**src/rtl/mpu_load.sv**
```systemverilog
// Load stage of the MPU: accepts a row-major stream of FP elements over valid/ready
// and writes each one into the matrix register file with its (i,j) location.
module mpu_load #(
   parameter int FP              = 32,
   parameter int MBITS           = 3,
   parameter int NBITS           = 3,
   parameter int MATRIX_REG_SIZE = 4
) (
   input  logic                       clk,
   input  logic                       rst,
   input  logic                       load_en_in,
   input  logic [MATRIX_REG_SIZE-1:0] load_addr_in,
   input  logic [MBITS:0]             mem_m_load_size_in,
   input  logic [NBITS:0]             mem_n_load_size_in,
   input  logic [FP-1:0]              mem_load_element_in,
   input  logic                       mem_load_valid_in,
   output logic                       mem_load_ready_out,
   output logic                       reg_load_en_out,
   output logic [FP-1:0]              reg_element_out,
   output logic [MBITS:0]             reg_i_load_loc_out,
   output logic [NBITS:0]             reg_j_load_loc_out,
   output logic [MATRIX_REG_SIZE-1:0] reg_load_addr_out,
   output logic [MBITS:0]             reg_m_load_size_out,
   output logic [NBITS:0]             reg_n_load_size_out,
   output logic                       reg_load_complete_out,
   output logic                       load_busy_out,
   output logic                       load_error_out
);

   typedef enum logic [1:0] {
      LOAD_IDLE   = 2'd0,
      LOAD_MATRIX = 2'd1,
      LOAD_DONE   = 2'd2
   } state_t;

   localparam logic [MBITS:0] M_ONE = {{MBITS{1'b0}}, 1'b1};
   localparam logic [NBITS:0] N_ONE = {{NBITS{1'b0}}, 1'b1};

   state_t                     state_q, state_d;
   logic [MBITS:0]             row_q, row_d;
   logic [NBITS:0]             col_q, col_d;
   logic [MBITS:0]             m_q, m_d;
   logic [NBITS:0]             n_q, n_d;
   logic [MATRIX_REG_SIZE-1:0] addr_q, addr_d;
   logic [FP-1:0]              elem_q, elem_d;
   logic [MBITS:0]             i_q, i_d;
   logic [NBITS:0]             j_q, j_d;
   logic                       ready_q, ready_d;
   logic                       wr_en_q, wr_en_d;
   logic                       complete_q, complete_d;
   logic                       busy_q, busy_d;
   logic                       error_q, error_d;

   logic transfer;
   logic last_col;
   logic last_row;
   logic size_zero;

   // Full-width compares keep M = 2^MBITS (and N = 2^NBITS) representable.
   assign transfer  = (state_q == LOAD_MATRIX) && ready_q && mem_load_valid_in;
   assign last_col  = (col_q == (n_q - N_ONE));
   assign last_row  = (row_q == (m_q - M_ONE));
   assign size_zero = (mem_m_load_size_in == '0) || (mem_n_load_size_in == '0);

   always_comb begin
      state_d    = state_q;
      row_d      = row_q;
      col_d      = col_q;
      m_d        = m_q;
      n_d        = n_q;
      addr_d     = addr_q;
      elem_d     = elem_q;
      i_d        = i_q;
      j_d        = j_q;
      ready_d    = 1'b0;
      wr_en_d    = 1'b0;
      complete_d = 1'b0;
      busy_d     = 1'b0;
      error_d    = 1'b0;

      unique case (state_q)
         LOAD_IDLE: begin
            if (load_en_in) begin
               if (size_zero) begin
                  error_d = 1'b1;
               end else begin
                  m_d     = mem_m_load_size_in;
                  n_d     = mem_n_load_size_in;
                  addr_d  = load_addr_in;
                  row_d   = '0;
                  col_d   = '0;
                  state_d = LOAD_MATRIX;
                  ready_d = 1'b1;
                  busy_d  = 1'b1;
               end
            end
         end

         LOAD_MATRIX: begin
            busy_d  = 1'b1;
            ready_d = 1'b1;
            if (transfer) begin
               wr_en_d = 1'b1;
               elem_d  = mem_load_element_in;
               i_d     = row_q;
               j_d     = col_q;
               if (last_col) begin
                  col_d = '0;
                  if (last_row) begin
                     // Drop ready immediately so no element beyond (M-1,N-1) is consumed.
                     row_d   = '0;
                     state_d = LOAD_DONE;
                     ready_d = 1'b0;
                  end else begin
                     row_d = row_q + M_ONE;
                  end
               end else begin
                  col_d = col_q + N_ONE;
               end
            end
         end

         LOAD_DONE: begin
            complete_d = 1'b1;
            state_d    = LOAD_IDLE;
         end

         default: begin
            state_d = LOAD_IDLE;
         end
      endcase
   end

   always_ff @(posedge clk) begin
      if (rst) begin
         state_q    <= LOAD_IDLE;
         row_q      <= '0;
         col_q      <= '0;
         m_q        <= '0;
         n_q        <= '0;
         addr_q     <= '0;
         elem_q     <= '0;
         i_q        <= '0;
         j_q        <= '0;
         ready_q    <= 1'b0;
         wr_en_q    <= 1'b0;
         complete_q <= 1'b0;
         busy_q     <= 1'b0;
         error_q    <= 1'b0;
      end else begin
         state_q    <= state_d;
         row_q      <= row_d;
         col_q      <= col_d;
         m_q        <= m_d;
         n_q        <= n_d;
         addr_q     <= addr_d;
         elem_q     <= elem_d;
         i_q        <= i_d;
         j_q        <= j_d;
         ready_q    <= ready_d;
         wr_en_q    <= wr_en_d;
         complete_q <= complete_d;
         busy_q     <= busy_d;
         error_q    <= error_d;
      end
   end

   assign mem_load_ready_out    = ready_q;
   assign reg_load_en_out       = wr_en_q;
   assign reg_element_out       = elem_q;
   assign reg_i_load_loc_out    = i_q;
   assign reg_j_load_loc_out    = j_q;
   assign reg_load_addr_out     = addr_q;
   assign reg_m_load_size_out   = m_q;
   assign reg_n_load_size_out   = n_q;
   assign reg_load_complete_out = complete_q;
   assign load_busy_out         = busy_q;
   assign load_error_out        = error_q;

endmodule
```
**config.mk**
```make
export PLATFORM = sky130hd
export DESIGN_NAME = mpu_load
export DESIGN_NICKNAME = d
export VERILOG_FILES = /design/src/rtl/mpu_load.sv
export SDC_FILE = /design/constraint.sdc
export NUM_CORES = 1
export LEC_CHECK = 0
export BUFFER_PORTS_ARGS = -buffer_cell sky130_fd_sc_hd__buf_2
export CAP_MARGIN = 15
export CORE_AREA = 2 2 85 96
export CTS_CLUSTER_DIAMETER = 50
export DETAILED_ROUTE_END_ITERATION = 10
export DIE_AREA = 0 0 87 98
export PLACE_DENSITY = 0.74
export SLEW_MARGIN = 40
export SYNTH_ARGS = -nofsm -noshare
export SYNTH_HDL_FRONTEND = slang
export SYNTH_SLANG_ARGS = --single-unit
```
**constraint.sdc**
```tcl
create_clock -name clk -period 3 [get_ports clk]
set_input_delay 0.6 -clock clk [delete_from_list [all_inputs] [get_ports clk]]
set_output_delay 0.6 -clock clk [all_outputs]
set_load 0.01 [all_outputs]
```
After elaboration in Yosys (flattened, before gate mapping). Cells that the tools add are included. Widths: inputs -> output; s select.

Reduce and logical (&&, ||, !) cells: 14. Mux-type cells: 25. Bitwise logic cells: 4. Equality and inequality tests: 9. $add $sub $neg: 4.

Operator list (number): $mux 4 (7); $pmux 4 s2 (2); $mux 2 (5); $ne 2x2->1 const B (5); $reduce_and 5->1 (2); $add 4x1->4 const B (2); $eq 4x4->1 (2); $logic_not 4->1 (2); $mux 1 (8); $sub 4x1->4 const B (2); $not 1->1 (4); $pmux 1 s2 (2); $pmux 2 s2 (1); $reduce_and 4->1 (1); $reduce_and 3->1 (1); $reduce_or 3->1 (1); $eq 2x1->1 const B (1); $eq 2x2->1 const B (1); $logic_and 1x1->1 (2); $logic_not 2->1 (1); $reduce_and 2->1 (1); $reduce_bool 2->1 (1); $reduce_or 2->1 (1); $logic_or 1x1->1 (1).

Logic and storage cells: 70. Bits in registers: 67. Input port bits: 48. Output and inout bits: 57.

Longest topological paths before layout. Gate-level depths: netlist (run 1).

Word-level depth: 6. Gate-level depth with buffers: 7. Depth with buffers taken out: 7.

Worst setup path after synthesis (run 1). No wires, ideal clock.

Path kind: input -> register. Start: input mem_n_load_size_in[0]. End: register col_q[2]. Buffers on the path: 0. Slack: 1.197 ns. Stages on the path: 5. Library setup time: 0.122 ns. Arrival time: 1.682 ns. Required time: 2.878 ns. Cells stage by stage: nor4_2 nor4_4 nor2_2 nor4b_1 a221o_1.

Word-level cells in the longest chain between the ends: 4.

RTL lines: start: declaration (RTL line 14) `input logic [NBITS:0] mem_n_load_size_in,`; $logic_not 4->1 (RTL line 63) `assign size_zero = (mem_m_load_size_in == '0) || (mem_n_load_size_in == '0);`; $logic_or 1x1->1 (RTL line 63); $ne 2x2->1 (no line); $reduce_and 4->1 (no line); end signal: assignment (RTL line 153) `col_q <= col_d;`; end: declaration (RTL line 41) `logic [NBITS:0] col_q, col_d;`.

No other way between the ends. A chain may end at the register's enable or synchronous reset.

Worst setup path after layout (run 1).
Start: register n_q[0] (netlist: reg_n_load_size_out[0]). End: register ready_q (netlist: mem_load_ready_out).

Word-level cells in the longest chain between the ends: 5.

RTL lines: start: declaration (RTL line 43) `logic [NBITS:0] n_q, n_d;`; start signal: assignment (RTL line 155) `n_q <= n_d;`; $sub 4x1->4 (RTL line 61) `assign last_col = (col_q == (n_q - N_ONE));`; $eq 4x4->1 (RTL line 61); $mux 1 (RTL line 107) `if (last_col) begin`; $mux 1 (RTL line 102) `if (transfer) begin`; $pmux 1 s2 (RTL line 81) `unique case (state_q)`; end signal: assignment (RTL line 160) `ready_q <= ready_d;`; end: declaration (RTL line 48) `logic ready_q, ready_d;`.

No other way between the ends.

==> impl_metrics.json, run 1 <==
{
  "status": "finished clean",
  "synth_warnings": 0,
  "hold_class": "reg -> reg",
  "grt.total_usage_pct": 14.8,
  "cp-start-kind": "flip-flop",
  "max_freq_mhz": 518,
  "synth_area_um2": 2730,
  "drt_pre_antenna_iters": 4,
  "wirelength_um": 6190,
  "cts_tree": "built",
  "drc": 0,
  "critPathMaxStageDelay_ns": 0.42,
  "cts_resized": 0,
  "arrival_ns": 2.12,
  "core.rowCount": 34,
  "syn_inst": 308,
  "clock_sinks": 67,
  "cp_num_buf_inv": 1,
  "end_kind": "flip-flop",
  "clock_path_buffers": 2,
  "wl_per_cell_um": 12.3,
  "synth_cell_types": 43,
  "clk_pin_slew_worst_paths_ns": 0.06,
  "dp_slack_ns": 0.912,
  "path_class": "reg -> reg",
  "cts_inserted_buffers": 9,
  "fill_cells": 751,
  "die-width_um": 87,
  "grt_first_pass_wirelength_um": 9940,
  "clock_latency_ns": 0.33,
  "finalNetCount": 461,
  "worst_slew_pin_slew_ns": 0.739,
  "cp_max_fo": 7,
  "synth_edf_count": 0,
  "grt_max_degree": 44,
  "yosysSeqAreaShare_pct": 49.1,
  "antenna_cells": 0,
  "place_hpwl_um": 4510,
  "p_per_area_nw_per_um2": 559,
  "viasPerCell": 4.82,
  "syn-num-nets": 360,
  "htreeDepth": 3,
  "cp_slowest_cell": "dfxtp_1",
  "timing_hold_violations_final": 0,
  "synthArstFlopShare_pct": 0,
  "initial_utilization_pct": 35.9,
  "antenna_found_initial": 0,
  "synth_ff_type": "dfxtp_1",
  "drt_iter0_markers": 39,
  "multiInputGateArea_um2": 1280,
  "cap_violations": 0,
  "slew_headroom_pct": 50.7,
  "postCtsHoldBufs": 0,
  "io-pin-count": 105,
  "yosys.area.top_type": "dfxtp_1",
  "syn_to_final_growth_pct": 28.7,
  "overflow": 0,
  "synth_top_area_share_pct": 49.1,
  "vias": 2427,
  "drive_gt1_share_pct": 33.1,
  "rsz0062_at_grt": "no",
  "first_global_vias": 2227,
  "antenna_left": 0,
  "postCtsSetupBuffers": 0,
  "place.gp.congestion": 0.776,
  "core_um2": 7610,
  "root_buffer": "clkbuf_8",
  "netlist_top_cells_area": "dfxtp_1, nand2_1, a21oi_1, mux2i_1, nor2_1",
  "power.leakage_nw": 1.52,
  "seq_area_um2": 1340,
  "finalSetupViolCount": 0,
  "skew_ns": 0.00641,
  "fin_crit_sh_pct": 64.3,
  "crit_required_ns": 3.19,
  "fin_crit_ns": 1.93,
  "path_delay_family": "simple AND/OR/NAND/NOR gates",
  "ir_drop_v": 0.000309,
  "die_y_um": 98,
  "worst_slack_ns": 1.07,
  "ys_seq_elements": 67,
  "die-area_um2": 8530,
  "syn_area_per_cell_um2": 8.86,
  "portBuffers": 104,
  "tns_ns": 0,
  "slew_violations": 0,
  "path_cells": "inv_1 > ha_1 > xnor2_2 > nor3_2 > a21oi_2 > nor4_2 > nor3_1"
}
state kept, by name, indices dropped and copies added, names as in the netlist, 2 cells and up:
register	cells
reg_element_out	32
state_q	2
reg_j_load_loc_out	4
reg_i_load_loc_out	4
reg_load_addr_out	4
row_q	4
col_q	4
reg_m_load_size_out	4
reg_n_load_size_out	4
worst paths after layout:
path | startpoint | to | slack [ns] | depth (start not counted)
max | reg_n_load_size_out[0] | mem_load_ready_out | 1.07 | 7
max reg2reg | reg_n_load_size_out[0] | mem_load_ready_out | 1.07 | 7
min reg2reg | reg_element_out[0] | reg_element_out[0] | 0.45 | 2
min | reg_element_out[0] | reg_element_out[0] | 0.45 | 2
cells in the mapped netlist (2+ instances only):
library cell   n
nand2_1       84
dfxtp_1       67
a21oi_1       45
nor2_1        16
mux2i_1       12
clkbuf_1      10
buf_2          5
inv_1          5
nor3_1         5
xor2_1         5
ha_1           4
nand2b_1       4
xnor2_1        4
nor3b_1        3
nor4_2         3
buf_6          2
nand3_1        2
nand4b_1       2
nor2b_1        2
nor4_1         2
o21ai_0        2
o221ai_1       2
or3_1          2
placed cells by master, fill, tap and decap left out, types with 2 or more instances in the layout:
cell type  Yosys  routed
buf_2          5     104
nand2_1       84      84
dfxtp_1       67      67
a21oi_1       45      45
nor2_1        16      15
mux2i_1       12      12
clkbuf_8       0      12
inv_1          5       5
xor2_1         5       5
nor3_1         5       5
nand2b_1       4       4
xnor2_1        4       4
ha_1           4       4
buf_4          1       4
nor4_2         3       3
nor3b_1        3       3
clkbuf_1      10       3
nor4_1         2       2
nand3_1        2       2
or3_1          2       2
o221ai_1       2       2
o21ai_0        2       2
nand4b_1       2       2
nor2b_1        2       2
stage by stage:
stage          total power, W  utilization, %  hold WS [ns]  cells  instance area, um^2
2_1_floorplan         0.00113               -         0.461    308                 2730
3_3_place_gp          0.00122            43.4         0.440    488                 3310
3_5_place_dp          0.00122            43.4         0.444    488                 3310
4_1_cts               0.00200            46.2         0.454    504                 3510
5_1_grt               0.00206            46.2         0.467    504                 3510
6_report              0.00196            46.2         0.452    504                 3510
worst min-delay path, cell delays in order, from the launching register on:
cell and delay (ns):
dfxtp_1 0.31, nand2_1 0.05, a21oi_1 0.05
layer usage:
metal | vias to the layer above | wire length [um] | global-route usage (%)
met1 | 1108 | 2620 | 16.6
li1 | 1235 | - | -
met4 | 0 | 128 | 7.33
met3 | 12 | 347 | 4.23
met2 | 72 | 3090 | 25.1
met5 | - | 0 | 0
where the power goes:
part           switching (W)  internal, W
combinational       0.000142     0.000108
clock               0.000310     0.000454
sequential         0.0000265     0.000924
area by class of cell:
type                            instances  area share (%)
Clock buffer                           15            5.02
Clock inverter                          1           0.854
Inverter                                5           0.534
Multi-Input combinational cell        218            36.6
Sequential cell                        67            38.2
Tap cell                               90            3.20
Timing Repair Buffer                  108            15.7
cell families after synthesis:
group,share of synthesized area [%]
buf+inv,4.08
fa+ha+maj,1.83
mux,4.40
xor+xnor,4.40
simple gates,23.8
compound gates,12.4
flops,49.1
Note: power is estimated with default switching activity, not from simulation.
==> run 2, diff against run 1 <==
--- a/config.mk
+++ b/config.mk
@@ -11,7 +11,7 @@
 export CTS_CLUSTER_DIAMETER = 50
 export DETAILED_ROUTE_END_ITERATION = 10
 export DIE_AREA = 0 0 87 98
-export PLACE_DENSITY = 0.74
+export PLACE_DENSITY = 0.76
 export SLEW_MARGIN = 40
 export SYNTH_ARGS = -nofsm -noshare
 export SYNTH_HDL_FRONTEND = slang
==> constraint.sdc (replaced) <==
create_clock -name clk -period 1.6 [get_ports clk]
set_input_delay 0.32 -clock clk [delete_from_list [all_inputs] [get_ports clk]]
set_output_delay 0.32 -clock clk [all_outputs]
set_load 0.01 [all_outputs]
==> run 2 against run 1 <==
  * The flow now finishes with violations (negative setup slack)
  * Via count grew 5.1%
  * First-iteration DRC count rose by 120%
  * Fmax increased by 14%
  * Largest power group unchanged
  * Highest routed layer unchanged
  * Cell count rose by 5.6%
  * Sequential power is 87% higher
  * Clock power rose by 78%
  * Total power is 91% higher
  * Hold slack got worse by 0.23 ns
  * Core utilization grew 4.4 points
  * Sequential cell count did not move
==> impl_metrics.json, run 2 (synthesis gave the netlist of run 1 again) <==
{
  "portBuffers": 104,
  "cap_violations": 0,
  "rsz0062_at_grt": "yes",
  "core_um2": 7610,
  "core.rowCount": 34,
  "drive_gt1_share_pct": 42.1,
  "slew_violations": 0,
  "fin_area_um2": 3850,
  "fin_crit_sh_pct": 106,
  "viasPerCell": 4.80,
  "clock_latency_ns": 0.33,
  "rr_worst_depth": 7,
  "ir_drop_v": 0.000657,
  "cts_tree": "built",
  "overflow": 0,
  "r2r_end": "col_q[2]",
  "die-area_um2": 8530,
  "clock_path_buffers": 2,
  "antenna_found_initial": 0,
  "cp-start-kind": "flip-flop",
  "report.power.total_w": 0.00376,
  "r2r_slack_ns": -0.09,
  "max_freq_mhz": 591,
  "htreeDepth": 3,
  "place_hpwl_um": 4820,
  "violations": "negative setup slack",
  "initial_utilization_pct": 35.9,
  "hold_class": "in -> reg",
  "finalNetCount": 489,
  "dp_slack_ns": -0.135,
  "wirelength_um": 6830,
  "p_per_area_nw_per_um2": 975,
  "vias": 2551,
  "clk_pin_slew_worst_paths_ns": 0.07,
  "grt_first_pass_wirelength_um": 10800,
  "antenna_cells": 0,
  "cp_max_fo": 3,
  "status": "complete, but fails checks",
  "fin_crit_ns": 1.69,
  "drc": 0,
  "wl_per_cell_um": 12.8,
  "endpoint": "col_q[2]",
  "syn_to_final_growth_pct": 41.1,
  "root_buffer": "clkbuf_8",
  "die-width_um": 87,
  "crit_required_ns": 1.81,
  "largest_reg_flops": 32,
  "skew_ns": 0.00820,
  "drt_iter0_markers": 86,
  "place_area_um2": 3520,
  "place.gp.congestion": 0.786,
  "path_class": "reg -> reg",
  "clock_sinks": 67,
  "arrival_ns": 1.90,
  "worst_slack_ns": -0.0919,
  "cts_inserted_buffers": 9,
  "worst_slew_pin_slew_ns": 0.405,
  "tns_ns": -0.526,
  "postCtsHoldBufs": 0,
  "r2r_start": "reg_n_load_size_out[1]",
  "end_kind": "flip-flop",
  "first_global_vias": 2354,
  "die_y_um": 98,
  "layout_commonest_cell": "buf_2",
  "grt.total_usage_pct": 16.1,
  "io-pin-count": 105,
  "layout_common_cells": "buf_2, nand2_1, dfxtp_1",
  "startpoint": "reg_n_load_size_out[1]",
  "whs_ns": 0.222,
  "slew_headroom_pct": 73.0,
  "drt_pre_antenna_iters": 4,
  "grt_max_degree": 41,
  "timing_hold_violations_final": 0,
  "antenna_left": 0,
  "power.leakage_nw": 1.71,
  "finalSetupViolCount": 8
}
## run 2: cell count changes in the layout (fill, tap and decap cells not counted), moves of 3 or more
cell,delta
xnor2_1,-3
inv_1,-4
dfxtp_2,+4
inv_2,+4
buf_4,+26
dfxtp_1,-5
clkinv_2,+3
## run 2: area by class of cell
| cell class | instances | area [um^2] |
|---|---|---|
| tap | 90 | 113 |
| clock buffer | 11 | 141 |
| inverter | 5 | 18.8 |
| multi-input combinational | 218 | 1400 |
| fill | 711 | 3760 |
| timing repair buffer | 136 | 777 |
| clock inverter | 5 | 52.6 |
| sequential | 67 | 1350 |
## run 2: what timing repair did
item                                    CTS  global route
pin swaps                                10             5
endpoints found under the setup margin   10            32
setup buffers                             3             0
gates resized for setup                  18             5
## run 2: routing by layer
layer	routed length [um]	vias to the layer above	share of wire [%]	global-route usage (%)
met5	0	-	0	0
met4	108	0	1.6	6.73
met3	341	10	5.0	3.30
met2	3470	77	51	27.9
met1	2910	1174	43	19.0
li1	-	1290	-	-
## run 2: per-stage QoR
step / util [%] / cells
after CTS: 50.4 / 532
after detailed placement: 46.3 / 513
after global placement: 46.3 / 513
after floorplan: - / 308
after global routing: 50.6 / 532
final: 50.6 / 532
## run 2: worst min-delay path by stage
stage / from / end / cells after the start
floorplan: mem_load_element_in[0] / reg_element_out[0] / 2
global route: mem_load_element_in[17] / reg_element_out[17] / 3
detailed placement: reg_element_out[26] / reg_element_out[26] / 2
global placement: reg_element_out[4] / reg_element_out[4] / 2
finish: mem_load_element_in[10] / reg_element_out[10] / 3
CTS: mem_load_element_in[12] / reg_element_out[12] / 3
## run 2: worst max-delay path: stages, from the launching register on
cell	delay [ns]
dfxtp_2	0.33
inv_2	0.04
ha_4	0.25
xnor2_4	0.13
nor3_4	0.27
a21o_1	0.22
nor3b_2	0.06
a221o_1	0.27
## run 2: report_power, final
part	switching [W]	internal, W
Sequential	0.0000453	0.00173
Combinational	0.000322	0.000290
Clock	0.000610	0.000754
Total	0.000978	0.00278
==> run 3, diff against run 2 <==
--- a/config.mk
+++ b/config.mk
@@ -7,11 +7,11 @@
 export LEC_CHECK = 0
 export BUFFER_PORTS_ARGS = -buffer_cell sky130_fd_sc_hd__buf_2
 export CAP_MARGIN = 15
-export CORE_AREA = 2 2 85 96
+export CORE_AREA = 2 2 73 81
 export CTS_CLUSTER_DIAMETER = 50
 export DETAILED_ROUTE_END_ITERATION = 10
-export DIE_AREA = 0 0 87 98
-export PLACE_DENSITY = 0.76
+export DIE_AREA = 0 0 75 83
+export PLACE_DENSITY = 0.94
 export SLEW_MARGIN = 40
 export SYNTH_ARGS = -nofsm -noshare
 export SYNTH_HDL_FRONTEND = slang
==> constraint.sdc (replaced) <==
create_clock -name clk -period 2 [get_ports clk]
set_input_delay 0.4 -clock clk [delete_from_list [all_inputs] [get_ports clk]]
set_output_delay 0.4 -clock clk [all_outputs]
set_load 0.01 [all_outputs]
==> run 3 against run 2 <==
  * The run now ends clean
  * Total power fell by 25%
  * Combinational power fell by 37%
  * Critical path depth did not move
==> impl_metrics.json, run 3 (synthesis gave the netlist of run 1 again) <==
{
  "grt.met1_usage_pct": 24.6,
  "rr_worst_depth": 7,
  "ir_drop_v": 0.000547,
  "syn_to_final_growth_pct": 28.0,
  "antenna_left": 0,
  "finalSetupViolCount": 0,
  "final_core_util_pct": 65.2,
  "die-width_um": 75,
  "fin_crit_ns": 1.84,
  "wl_per_cell_um": 12.8,
  "slew_headroom_pct": 71.4,
  "worst_slew_pin_slew_ns": 0.425,
  "htreeDepth": 3,
  "grt.total_usage_pct": 21.2,
  "p_sw_share_pct": 25.6,
  "die-area_um2": 6230,
  "antenna_found_initial": 0,
  "slew_violations": 0,
  "portBuffers": 104,
  "die_y_um": 83,
  "whs_ns": 0.301,
  "place.gp.congestion": 0.831,
  "r2r_start": "reg_n_load_size_out[0]",
  "clock_path_buffers": 2,
  "overflow": 0,
  "clk_pin_slew_worst_paths_ns": 0.07,
  "antenna_cells": 0,
  "endpoint": "state_q[0]",
  "fin_crit_sh_pct": 91.8,
  "rsz0062_at_grt": "no",
  "layout_common_cells": "buf_2, nand2_1, dfxtp_1",
  "largest_reg_flops": 32,
  "max_freq_mhz": 545,
  "clock_latency_ns": 0.33,
  "r2r_end": "state_q[0]",
  "cp-start-kind": "flip-flop",
  "layout_commonest_cell": "buf_2",
  "drive_gt1_share_pct": 34.3,
  "place_hpwl_um": 4590,
  "root_buffer": "clkbuf_8",
  "p_int_w": 0.00210,
  "vias": 2441,
  "use_met3_pct": 4.37,
  "switching_power_w": 0.000722,
  "r2r_slack_ns": 0.16,
  "drt_pre_antenna_iters": 4,
  "postCtsSetupBuffers": 0,
  "use_met2_pct": 35.9,
  "fin_cells": 492,
  "postCtsHoldBufs": 0,
  "startpoint": "reg_n_load_size_out[0]",
  "crit_required_ns": 2.21,
  "timing_hold_violations_final": 0,
  "wirelength_um": 6270,
  "p_per_area_nw_per_um2": 806,
  "tns_ns": 0,
  "clock_sinks": 67,
  "viasPerCell": 4.96,
  "place_inst": 477,
  "cap_violations": 0,
  "hold_class": "in -> reg",
  "finalNetCount": 465,
  "first_global_vias": 2356,
  "core_um2": 5360,
  "cp_max_fo": 7,
  "worst_slack_ns": 0.164,
  "power.leakage_nw": 1.53,
  "cts_tree": "built",
  "power_frac_comb_pct": 13.8,
  "dp_slack_ns": 0.122,
  "grt_max_degree": 41,
  "status": "finished clean",
  "arrival_ns": 2.05,
  "initial_utilization_pct": 50.9,
  "grt-busiest-layer": "met2",
  "drt_iter0_markers": 96,
  "io-pin-count": 105,
  "cts_inserted_buffers": 9,
  "core.rowCount": 28,
  "pwr-share-seq_pct": 50.5,
  "clkPwrFrac_pct": 35.7,
  "path_class": "reg -> reg",
  "skew_ns": 0.00641,
  "grt_first_pass_wirelength_um": 10400,
  "end_kind": "flip-flop",
  "drc": 0
}
## run 3: critical path: stages (launching register included)
cell and delay, ns:
dfxtp_1 0.40, inv_1 0.06, ha_1 0.20, xor3_2 0.22
nor3_2 0.27, a21oi_2 0.17, nor4_2 0.32, nor3_1 0.08
## run 3: worst min path at each step
stage	start	endpoint	slack (ns)	cells past startpoint
6_report	mem_load_element_in[11]	reg_element_out[11]	0.30	3
5_1_grt	mem_load_element_in[14]	reg_element_out[14]	0.29	3
4_1_cts	mem_load_element_in[17]	reg_element_out[17]	0.29	3
3_5_place_dp	reg_element_out[1]	reg_element_out[1]	0.44	2
3_3_place_gp	reg_element_out[4]	reg_element_out[4]	0.44	2
2_1_floorplan	col_q[3]	reg_j_load_loc_out[3]	0.46	2
## run 3: timing repair
| item | CTS | global route |
|---|---|---|
| endpoints found under the setup margin | 0 | 3 |
| endpoints found under the hold margin | 0 | 0 |
| gates resized for setup | 0 | 1 |
## run 3: final cells by class
class / count / area (um^2)
repair buffers: 112 / 581
clock inverters: 2 / 10.0
fillers: 454 / 1860
inverters: 5 / 18.8
flip-flops and latches: 67 / 1340
well taps: 75 / 93.8
clock buffers: 13 / 169
multi-input cells: 218 / 1280
## run 3: stage by stage
step | total power [W] | area [um^2]
after floorplan | 0.00170 | 2730
after global placement | 0.00183 | 3310
after detailed placement | 0.00184 | 3310
after CTS | 0.00284 | 3490
after global routing | 0.00295 | 3500
final | 0.00282 | 3500
## run 3: routing by layer
metal  wire, um  vias to the layer above
met4        123                        0
met3        289                       10
met2       3170                       68
met1       2690                     1124
met5          0                        -
li1           -                     1239
## run 3: power groups by stage
stage | Clock [W] | Combinational [W] | Sequential, W
2_1_floorplan | 0 | 0.000227 | 0.00147
3_3_place_gp | 0 | 0.000376 | 0.00145
3_5_place_dp | 0 | 0.000388 | 0.00145
4_1_cts | 0.00103 | 0.000389 | 0.00142
5_1_grt | 0.00109 | 0.000427 | 0.00143
6_report | 0.00101 | 0.000388 | 0.00142
